File: config.mk
export PLATFORM = sky130hd
export DESIGN_NAME = store_merge_unit
export DESIGN_NICKNAME = d
export VERILOG_FILES = /design/src/rtl/store_merge_unit.sv
export SDC_FILE = /design/constraint.sdc
export NUM_CORES = 1
export LEC_CHECK = 0
export CAP_MARGIN = 25
export CORE_UTILIZATION = 40
export CTS_CLUSTER_SIZE = 16
export DETAILED_ROUTE_END_ITERATION = 10
export DONT_BUFFER_PORTS = 1
export MAX_ROUTING_LAYER = met4
export PLACE_DENSITY_LB_ADDON = 0.3
export SLEW_MARGIN = 30
export SYNTH_ARGS = -nofsm -noshare
export SYNTH_HDL_FRONTEND = slang
export SYNTH_SLANG_ARGS = --single-unit
File: constraint.sdc
create_clock -name clk -period 2.2 [get_ports clk]
set_input_delay 0.22 -clock clk [delete_from_list [all_inputs] [get_ports clk]]
set_output_delay 0.22 -clock clk [all_outputs]
set_load 0.01 [all_outputs]
File: src/rtl/store_merge_unit.sv
// Store path into a word-wide data RAM: word stores write directly,
// byte/half stores read-modify-write the addressed word.
module store_merge_unit #(
    parameter int ADDR_W = 8
) (
    input  logic              clk,
    input  logic              reset,
    input  logic              req_valid,
    output logic              req_ready,
    input  logic [31:0]       req_addr,
    input  logic [31:0]       req_wdata,
    input  logic [1:0]        req_size,
    output logic              mem_rd_en,
    input  logic [31:0]       mem_rdata,
    output logic              mem_wr_en,
    output logic [ADDR_W-1:0] mem_addr,
    output logic [31:0]       mem_wdata,
    output logic              done,
    output logic              err
);

    typedef enum logic [2:0] {
        IDLE,
        READ,
        WAIT,
        WRITE,
        ERR
    } state_t;

    localparam logic [1:0] SZ_B = 2'b00;
    localparam logic [1:0] SZ_H = 2'b01;
    localparam logic [1:0] SZ_W = 2'b10;

    state_t      state;
    state_t      nxt;
    logic [1:0]  a_q;
    logic [15:0] d_q;
    logic [1:0]  s_q;
    logic [31:0] merged;
    logic        illegal;
    logic        accept;
    logic        unused_hi;

    // Upper address bits simply wrap within the memory.
    assign unused_hi = ^req_addr[31:ADDR_W+2];

    always_comb begin
        illegal = 1'b0;
        unique case (req_size)
            SZ_B:    illegal = 1'b0;
            SZ_H:    illegal = req_addr[0];
            SZ_W:    illegal = (req_addr[1:0] != 2'b00);
            default: illegal = 1'b1;
        endcase
    end

    assign accept = (state == IDLE) && req_valid;

    always_ff @(posedge clk or posedge reset) begin
        if (reset) begin
            state <= IDLE;
        end else begin
            state <= nxt;
        end
    end

    always_comb begin
        nxt = state;
        unique case (state)
            IDLE: begin
                if (req_valid) begin
                    if (illegal) begin
                        nxt = ERR;
                    end else if (req_size == SZ_W) begin
                        nxt = WRITE;
                    end else begin
                        nxt = READ;
                    end
                end
            end
            READ:    nxt = WAIT;
            WAIT:    nxt = WRITE;
            WRITE:   nxt = IDLE;
            ERR:     nxt = IDLE;
            default: nxt = IDLE;
        endcase
    end

    always_comb begin
        req_ready = (state == IDLE);
        mem_rd_en = (state == READ);
        mem_wr_en = (state == WRITE);
        done      = (state == WRITE);
        err       = (state == ERR);
    end

    // Lane replacement over the word returned by the RAM.
    always_comb begin
        merged = mem_rdata;
        if (s_q == SZ_H) begin
            if (a_q[1]) begin
                merged[31:16] = d_q;
            end else begin
                merged[15:0] = d_q;
            end
        end else begin
            unique case (a_q)
                2'd0:    merged[7:0]   = d_q[7:0];
                2'd1:    merged[15:8]  = d_q[7:0];
                2'd2:    merged[23:16] = d_q[7:0];
                default: merged[31:24] = d_q[7:0];
            endcase
        end
    end

    always_ff @(posedge clk or posedge reset) begin
        if (reset) begin
            a_q       <= '0;
            d_q       <= '0;
            s_q       <= '0;
            mem_addr  <= '0;
            mem_wdata <= '0;
        end else if (accept && !illegal) begin
            a_q      <= req_addr[1:0];
            d_q      <= req_wdata[15:0];
            s_q      <= req_size;
            mem_addr <= req_addr[ADDR_W+1:2];
            if (req_size == SZ_W) begin
                mem_wdata <= req_wdata;
            end
        end else if (state == WAIT) begin
            mem_wdata <= merged;
        end
    end

endmodule

==> impl_metrics.env, run 1 <==
export IMPL_critPathBufInv=1
export IMPL_skew_ns=0.00519
export IMPL_finalInstanceArea_mm2=0.00382
export IMPL_cts_repair_resized=0
export IMPL_path_class="flop to flop"
export IMPL_die_x_um=92.1
export IMPL_clock_fmax_ghz=0.533
export IMPL_dr_pass1_iters=4
export IMPL_synth_edf_count=0
export IMPL_synthCells=358
export IMPL_numCtsBuffers=9
export IMPL_final_cells=490
export IMPL_antenna_found_initial=0
export IMPL_path_cells="nor3b_1, a41oi_2, buf_4, a21oi_1, a21oi_1"
export IMPL_cts_tree="built"
export IMPL_crit_arrival_ns=2.14
export IMPL_dp_cells=444
export IMPL_final_hold_viol_count=0
export IMPL_num_rows=32
export IMPL_fp_coreArea_mm2=0.00781
export IMPL_cts_buffer_depth=2
export IMPL_critPathMostFrequentCell="a21oi_1"
export IMPL_synth_area_per_cell_um2=9.08
export IMPL_yosysUniqueCellTypes=33
export IMPL_synthesis_area_mm2=0.00325
export IMPL_worstMarginPinSlew_ns=0.680
export IMPL_p_switching_mw=2.39
export IMPL_drt_total_wl_mm=9.07
export IMPL_p_per_area_mw_per_mm2=1480
export IMPL_nets=484
export IMPL_yosysTopAreaCellShare_pct=48.5
export IMPL_placed_cell_area_mm2=0.00331
export IMPL_yosysSeqAreaShare_pct=48.5
export IMPL_finalMaxSlewViolations=0
export IMPL_path_max_fanout=17
export IMPL_synthTopCellsByCount="nand2_1 (87), dfrtp_1 (63), a21oi_1 (21)"
export IMPL_finalCritPeriodShare_pct=85.3
export IMPL_synth_seq_cells=63
export IMPL_worstSetupStartpointType="flop"
export IMPL_vias_per_cell=5.66
export IMPL_ant_nets=0
export IMPL_cts_sinks=63
export IMPL_yosys_area_top_type="dfrtp_1"
export IMPL_wl_per_cell_um=18.5
export IMPL_critical_path_top_delay_family="compound AO/OA/AOI/OAI gates"
export IMPL_max_slew_margin_rel_pct=54.6
export IMPL_clock_power_share_pct=19.0
export IMPL_synth_area_leaders="dfrtp_1 (48%), nand2_1 (10%), a221oi_1 (4.3%)"
export IMPL_overflow=0
export IMPL_min_period_ns=1.88
export IMPL_clkTransAtPathRegs_ns=0.07
export IMPL_fin_util_pct=49.0
export IMPL_yosysWarningCount=0
export IMPL_area_growth_pct=17.6
export IMPL_drt_iter0_markers=143
export IMPL_tns_ns=0
export IMPL_finalSetupViolCount=0
export IMPL_holdCritPathClass="input port to flop"
export IMPL_end_kind="flop"
export IMPL_syn_num_nets=459
export IMPL_portBuffers=0
export IMPL_routed_via_count=2775
export IMPL_synth_async_reset_ratio_pct=100
export IMPL_seq_power_share_pct=42.0
export IMPL_clock_latency_ns=0.34
export IMPL_io_pins=146
export IMPL_die_area_mm2=0.00849
export IMPL_drv_cap=0
export IMPL_irDropWorstVdd_uv=663
export IMPL_grt_pass1_vias=2734
export IMPL_swShare_pct=42.3
export IMPL_intPower_mw=3.26
export IMPL_grt_pass1_wl_mm=14.1
export IMPL_synth_ff_type="dfrtp_1"
export IMPL_cp_required_ns=2.47
export IMPL_p_leak_nw=1.67
export IMPL_comb_power_share_pct=38.9
export IMPL_hpwl_mm=6.00
export IMPL_grt_usage_pct=22.5
export IMPL_place_gp_congestion=0.805
export IMPL_rsz0062_at_grt="no"
export IMPL_slowest_stage="a41oi_2"
export IMPL_start_util_pct=41.6
export IMPL_grt_start_max_net_pins=44
export IMPL_h_tree_depth=3
export IMPL_antennaDiodeCount=0
export IMPL_drc=0
export IMPL_yosysMostFrequentCell="nand2_1"
export IMPL_drive_above_1_share_pct=12.6
export IMPL_cts_root_buf="clkbuf_8"
export IMPL_crit_path_max_incr_delay_ns=0.52
export IMPL_whs_ns=0.0774
export IMPL_status="complete, no violations"
export IMPL_fp_dieH_um=92.1
==> stage by stage <==
step                      power, mW  worst slack [ns]
final                          5.65             0.324
after detailed placement       4.55             0.356
after global routing           6.07             0.236
after CTS                      5.68             0.336
after global placement         4.48             0.362
after floorplan                3.98             0.410
==> path summary, 6_finish.rpt <==
| kind | from | to | slack, ns | cells after the start |
|---|---|---|---|---|
| max reg2reg | state[1]$_DFFE_PP0P_ | mem_wdata[24]$_DFFE_PP0P_ | 0.32 | 5 |
| max in group asynchronous | reset | state[0]$_DFFE_PP0P_ | 1.12 | 3 |
| min reg2reg | d_q[13]$_DFFE_PP0P_ | d_q[13]$_DFFE_PP0P_ | 0.47 | 2 |
| min | req_valid | state[0]$_DFFE_PP0P_ | 0.08 | 2 |
| max | state[1]$_DFFE_PP0P_ | mem_wdata[24]$_DFFE_PP0P_ | 0.32 | 5 |
| min in group asynchronous | reset | mem_addr[6]$_DFFE_PP0P_ | 0.44 | 2 |
==> power by group through the flow <==
stage	registers, mW	logic [mW]	clock network [mW]
after floorplan	2.17	1.81	0
after global placement	2.38	2.10	0
after detailed placement	2.40	2.15	0
after CTS	2.38	2.21	1.09
after global routing	2.46	2.47	1.14
final	2.37	2.20	1.07
==> cells in the final DEF (no fill, tap or decap) <==
master	n
nand2_1	87
dfrtp_1	63
dlygate4sd3_1	30
a21oi_1	21
o21ai_0	20
nor2_1	18
o21ai_1	18
o221ai_1	16
a221oi_1	16
clkbuf_8	12
buf_4	10
and2_1	9
nor2b_1	9
mux2_2	8
nand2_2	8
a31oi_1	8
nand2b_1	6
inv_1	4
nor3_1	3
nor3b_1	3
or2b_1	2
clkinv_2	2
buf_12	2
nor4b_4	1
and3_2	1
nand2b_4	1
nand3_2	1
a41oi_2	1
a41o_1	1
a311oi_1	1
a211oi_1	1
and3b_1	1
inv_2	1
o22ai_1	1
clkbuf_1	1
bufinv_16	1
==> kinds of logic after synthesis <==
logic type / count (synthesis) / share of synthesized area [%]
buffers and inverters: 33 / 6.31
and+or+nand+nor: 150 / 21.7
muxes: 8 / 2.77
DFF: 63 / 48.5
AOI/OAI and AO/OA: 104 / 20.7
==> sequential cells by signal, summed over array words and instances (netlist names) <==
| register | flops |
|---|---|
| s_q | 2 |
| d_q | 16 |
| state | 3 |
| a_q | 2 |
| mem_addr | 8 |
| mem_wdata | 32 |
==> cell type report <==
class / instances / area, um^2
Timing Repair Buffer: 42 / 415
Clock buffer: 13 / 169
Clock inverter: 3 / 40.0
Multi-Input combinational cell: 262 / 1480
Sequential cell: 63 / 1580
Fill cell: 738 / 3990
Inverter: 5 / 18.8
Tap cell: 102 / 128
==> routing by layer <==
metal | vias up | routed length (um) | share of wire (%) | track usage (%)
li1 | 1312 | - | - | -
met5 | - | 0 | 0 | -
met1 | 1345 | 3970 | 44 | 28.3
met2 | 106 | 4290 | 47 | 35.0
met3 | 12 | 664 | 7.3 | 5.22
met4 | 0 | 148 | 1.6 | 9.38
==> what timing repair did <==
action	4_1_cts	5_1_grt
hold endpoints to repair	57	0
setup buffers	0	0
hold buffers	30	0
Power figures use the tool's default switching activity.
==> inputs of run 2 (changes only) <==
Settings changed: ABC_AREA set to 1, CORE_ASPECT_RATIO set to 0.7.
==> run 2 against run 1 <==
Maximum frequency is 2.2% higher; worst hold slack worse by 0.071 ns; final area increased by 19%; highest routed layer unchanged; critical path type unchanged; clock skew hardly changed; flip-flop and latch count is the same; area after synthesis is 27% higher; sequential share of layout area fell by 6.6 points; wire length is 39% higher.
==> impl_metrics.env, run 2 <==
export IMPL_final_common_cell="nand2_1"
export IMPL_cts_buffer_depth=2
export IMPL_die_area_mm2=0.0107
export IMPL_cts_root_buf="clkbuf_16"
export IMPL_nets=734
export IMPL_p_per_area_mw_per_mm2=1620
export IMPL_status="complete, no violations"
export IMPL_top_register="mem_wdata"
export IMPL_worstMarginPinSlew_ns=0.587
export IMPL_num_rows=30
export IMPL_synthesis_area_mm2=0.00413
export IMPL_die_x_um=123
export IMPL_clock_latency_ns=0.34
export IMPL_antennaDiodeCount=0
export IMPL_hold_path_depth=2
export IMPL_end_kind="flop"
export IMPL_synthTopCellsByCount="nand2_1 (300), nand3_1 (112), inv_1 (67)"
export IMPL_cts_repair_resized=0
export IMPL_synthCells=639
export IMPL_crit_arrival_ns=2.06
export IMPL_critical_path_top_delay_family="simple AND/OR/NAND/NOR gates"
export IMPL_cp_required_ns=2.43
export IMPL_reg_top3="mem_wdata x32, d_q x16, mem_addr x8"
export IMPL_synth_area_per_cell_um2=6.46
export IMPL_yosysMostFrequentCell="nand2_1"
export IMPL_final_hold_viol_count=0
export IMPL_grt_usage_pct=25.7
export IMPL_max_slew_margin_rel_pct=60.8
export IMPL_final_cell_mix="nand2_1 (300), nand3_1 (112), inv_1 (66), dfrtp_1 (63), o21ai_0 (17)"
export IMPL_reg2reg_to="mem_wdata[21]$_DFFE_PP0P_"
export IMPL_yosys_area_top_type="dfrtp_1"
export IMPL_r2r_start="state[0]$_DFFE_PP0P_"
export IMPL_wl_per_cell_um=16.5
export IMPL_skew_ns=0.00568
export IMPL_synth_seq_cells=63
export IMPL_fp_dieH_um=87.0
export IMPL_crit_path_max_incr_delay_ns=0.42
export IMPL_cts_sinks=63
export IMPL_portBuffers=0
export IMPL_irDropWorstVdd_uv=664
export IMPL_h_tree_depth=3
export IMPL_drv_cap=0
export IMPL_slowest_stage="dfrtp_1"
export IMPL_yosysWarningCount=0
export IMPL_worstHoldEndpoint="mem_addr[0]$_DFFE_PP0P_"
export IMPL_r2r_slack_ns=0.36
export IMPL_grt_start_max_net_pins=38
export IMPL_clock_fmax_ghz=0.545
export IMPL_critPathBufInv=1
export IMPL_drt_iter0_markers=360
export IMPL_fp_coreArea_mm2=0.00987
export IMPL_finalInstanceArea_mm2=0.00455
export IMPL_place_ws_ns=0.354
export IMPL_drive_above_1_share_pct=7.84
export IMPL_largest_reg_flops=32
export IMPL_grt_pass1_wl_mm=20.1
export IMPL_synth_async_reset_ratio_pct=100
export IMPL_numCtsBuffers=9
export IMPL_rsz0062_at_grt="no"
export IMPL_vias_per_cell=5.32
export IMPL_tns_ns=0
export IMPL_p_leak_nw=2.57
export IMPL_grt_pass1_vias=4007
export IMPL_drc=0
export IMPL_synth_area_leaders="dfrtp_1 (38%), nand2_1 (27%), nand3_1 (14%)"
export IMPL_min_period_ns=1.84
export IMPL_synth_edf_count=0
export IMPL_clkTransAtPathRegs_ns=0.06
export IMPL_antenna_found_initial=0
export IMPL_finalMaxSlewViolations=0
export IMPL_area_growth_pct=10.2
export IMPL_cts_tree="built"
export IMPL_start_util_pct=41.8
export IMPL_post_cts_setup_buffers=0
export IMPL_layout_setup_ws_ns=0.365
export IMPL_synth_ff_type="dfrtp_1"
export IMPL_finalCritPeriodShare_pct=83.4
export IMPL_yosysTopAreaCellShare_pct=38.2
export IMPL_path_max_fanout=37
export IMPL_r2r_cells=8
export IMPL_yosysSeqAreaShare_pct=38.2
export IMPL_hpwl_mm=8.59
export IMPL_hp_start="req_addr[2]"
export IMPL_placed_cell_area_mm2=0.00415
export IMPL_overflow=0
export IMPL_cts_hold_buffers_added=8
export IMPL_place_gp_congestion=0.900
export IMPL_ant_nets=0
export IMPL_holdCritPathClass="input port to flop"
export IMPL_dr_pass1_iters=5
export IMPL_routed_via_count=4072
export IMPL_finalSetupViolCount=0
export IMPL_path_cells="nor2_4, nand2_4, nor2_8, nand2_4, inv_4, nand2_1, nand3_1, nand2_1"
export IMPL_drt_total_wl_mm=12.6
export IMPL_yosysUniqueCellTypes=24
export IMPL_syn_num_nets=740
export IMPL_worstSetupStartpointType="flop"
export IMPL_fin_util_pct=46.1
export IMPL_path_class="flop to flop"
export IMPL_io_pins=146
[run 2: cell count changes in the layout (fill, tap and decap cells not counted), moves of 16 or more]
cell,change
dlygate4sd3_1,-22
o221ai_1,-16
inv_1,+62
a21oi_1,-19
nand3_1,+112
nand2_1,+213
a221oi_1,-16
[run 2: worst max-delay path by stage]
stage / from / endpoint / slack (ns) / cells after the start
floorplan: reset / a_q[0]$_DFFE_PP0P_ / 0.41 / 1
global placement: state[2]$_DFFE_PP0P_ / mem_wdata[16]$_DFFE_PP0P_ / 0.42 / 8
detailed placement: state[2]$_DFFE_PP0P_ / mem_wdata[21]$_DFFE_PP0P_ / 0.35 / 8
CTS: state[2]$_DFFE_PP0P_ / mem_wdata[21]$_DFFE_PP0P_ / 0.35 / 8
global route: a_q[1]$_DFFE_PP0P_ / mem_wdata[4]$_DFFE_PP0P_ / 0.16 / 9
finish: state[0]$_DFFE_PP0P_ / mem_wdata[21]$_DFFE_PP0P_ / 0.36 / 8
[run 2: where the power goes]
group | total (mW) | leakage [nW] | internal (mW) | switching [mW]
Combinational | 3.55 | 1.64 | 1.10 | 2.46
Clock | 1.57 | 0.152 | 0.993 | 0.573
Sequential | 2.27 | 0.783 | 1.72 | 0.548
[run 2: layout make-up]
class | instances | area, um^2
fillers | 1014 | 5320
multi-input cells | 470 | 2060
flip-flops and latches | 63 | 1580
inverters | 71 | 274
clock buffers | 9 | 225
well taps | 128 | 160
repair buffers | 18 | 155
clock inverters | 7 | 97.6
[run 2: per-stage QoR]
| stage | power (mW) | instances | hold WS [ns] |
|---|---|---|---|
| final | 7.39 | 766 | 0.00622 |
| after floorplan | 5.03 | 639 | 0.330 |
| after global placement | 5.69 | 742 | 0.166 |
| after global routing | 8.05 | 766 | 0.0133 |
| after detailed placement | 5.78 | 742 | 0.169 |
| after CTS | 7.39 | 766 | 0.0000795 |
[run 2: cells by family (layout without fill, tap and decap cells)]
group	Yosys count	in the layout	synth area share [%]
compound gates	32	32	4.36
buf+inv	106	105	11.9
flops	63	63	38.2
simple gates	438	438	45.5
[run 2: per-layer routing]
layer	part of all wire, %	GRT usage [%]	wire length, um	up-vias
met5	0	-	0	-
met3	11	7.66	1430	19
met1	45	34.7	5740	1872
met4	1.5	7.23	188	0
met2	42	37.0	5280	209
li1	-	-	-	1972
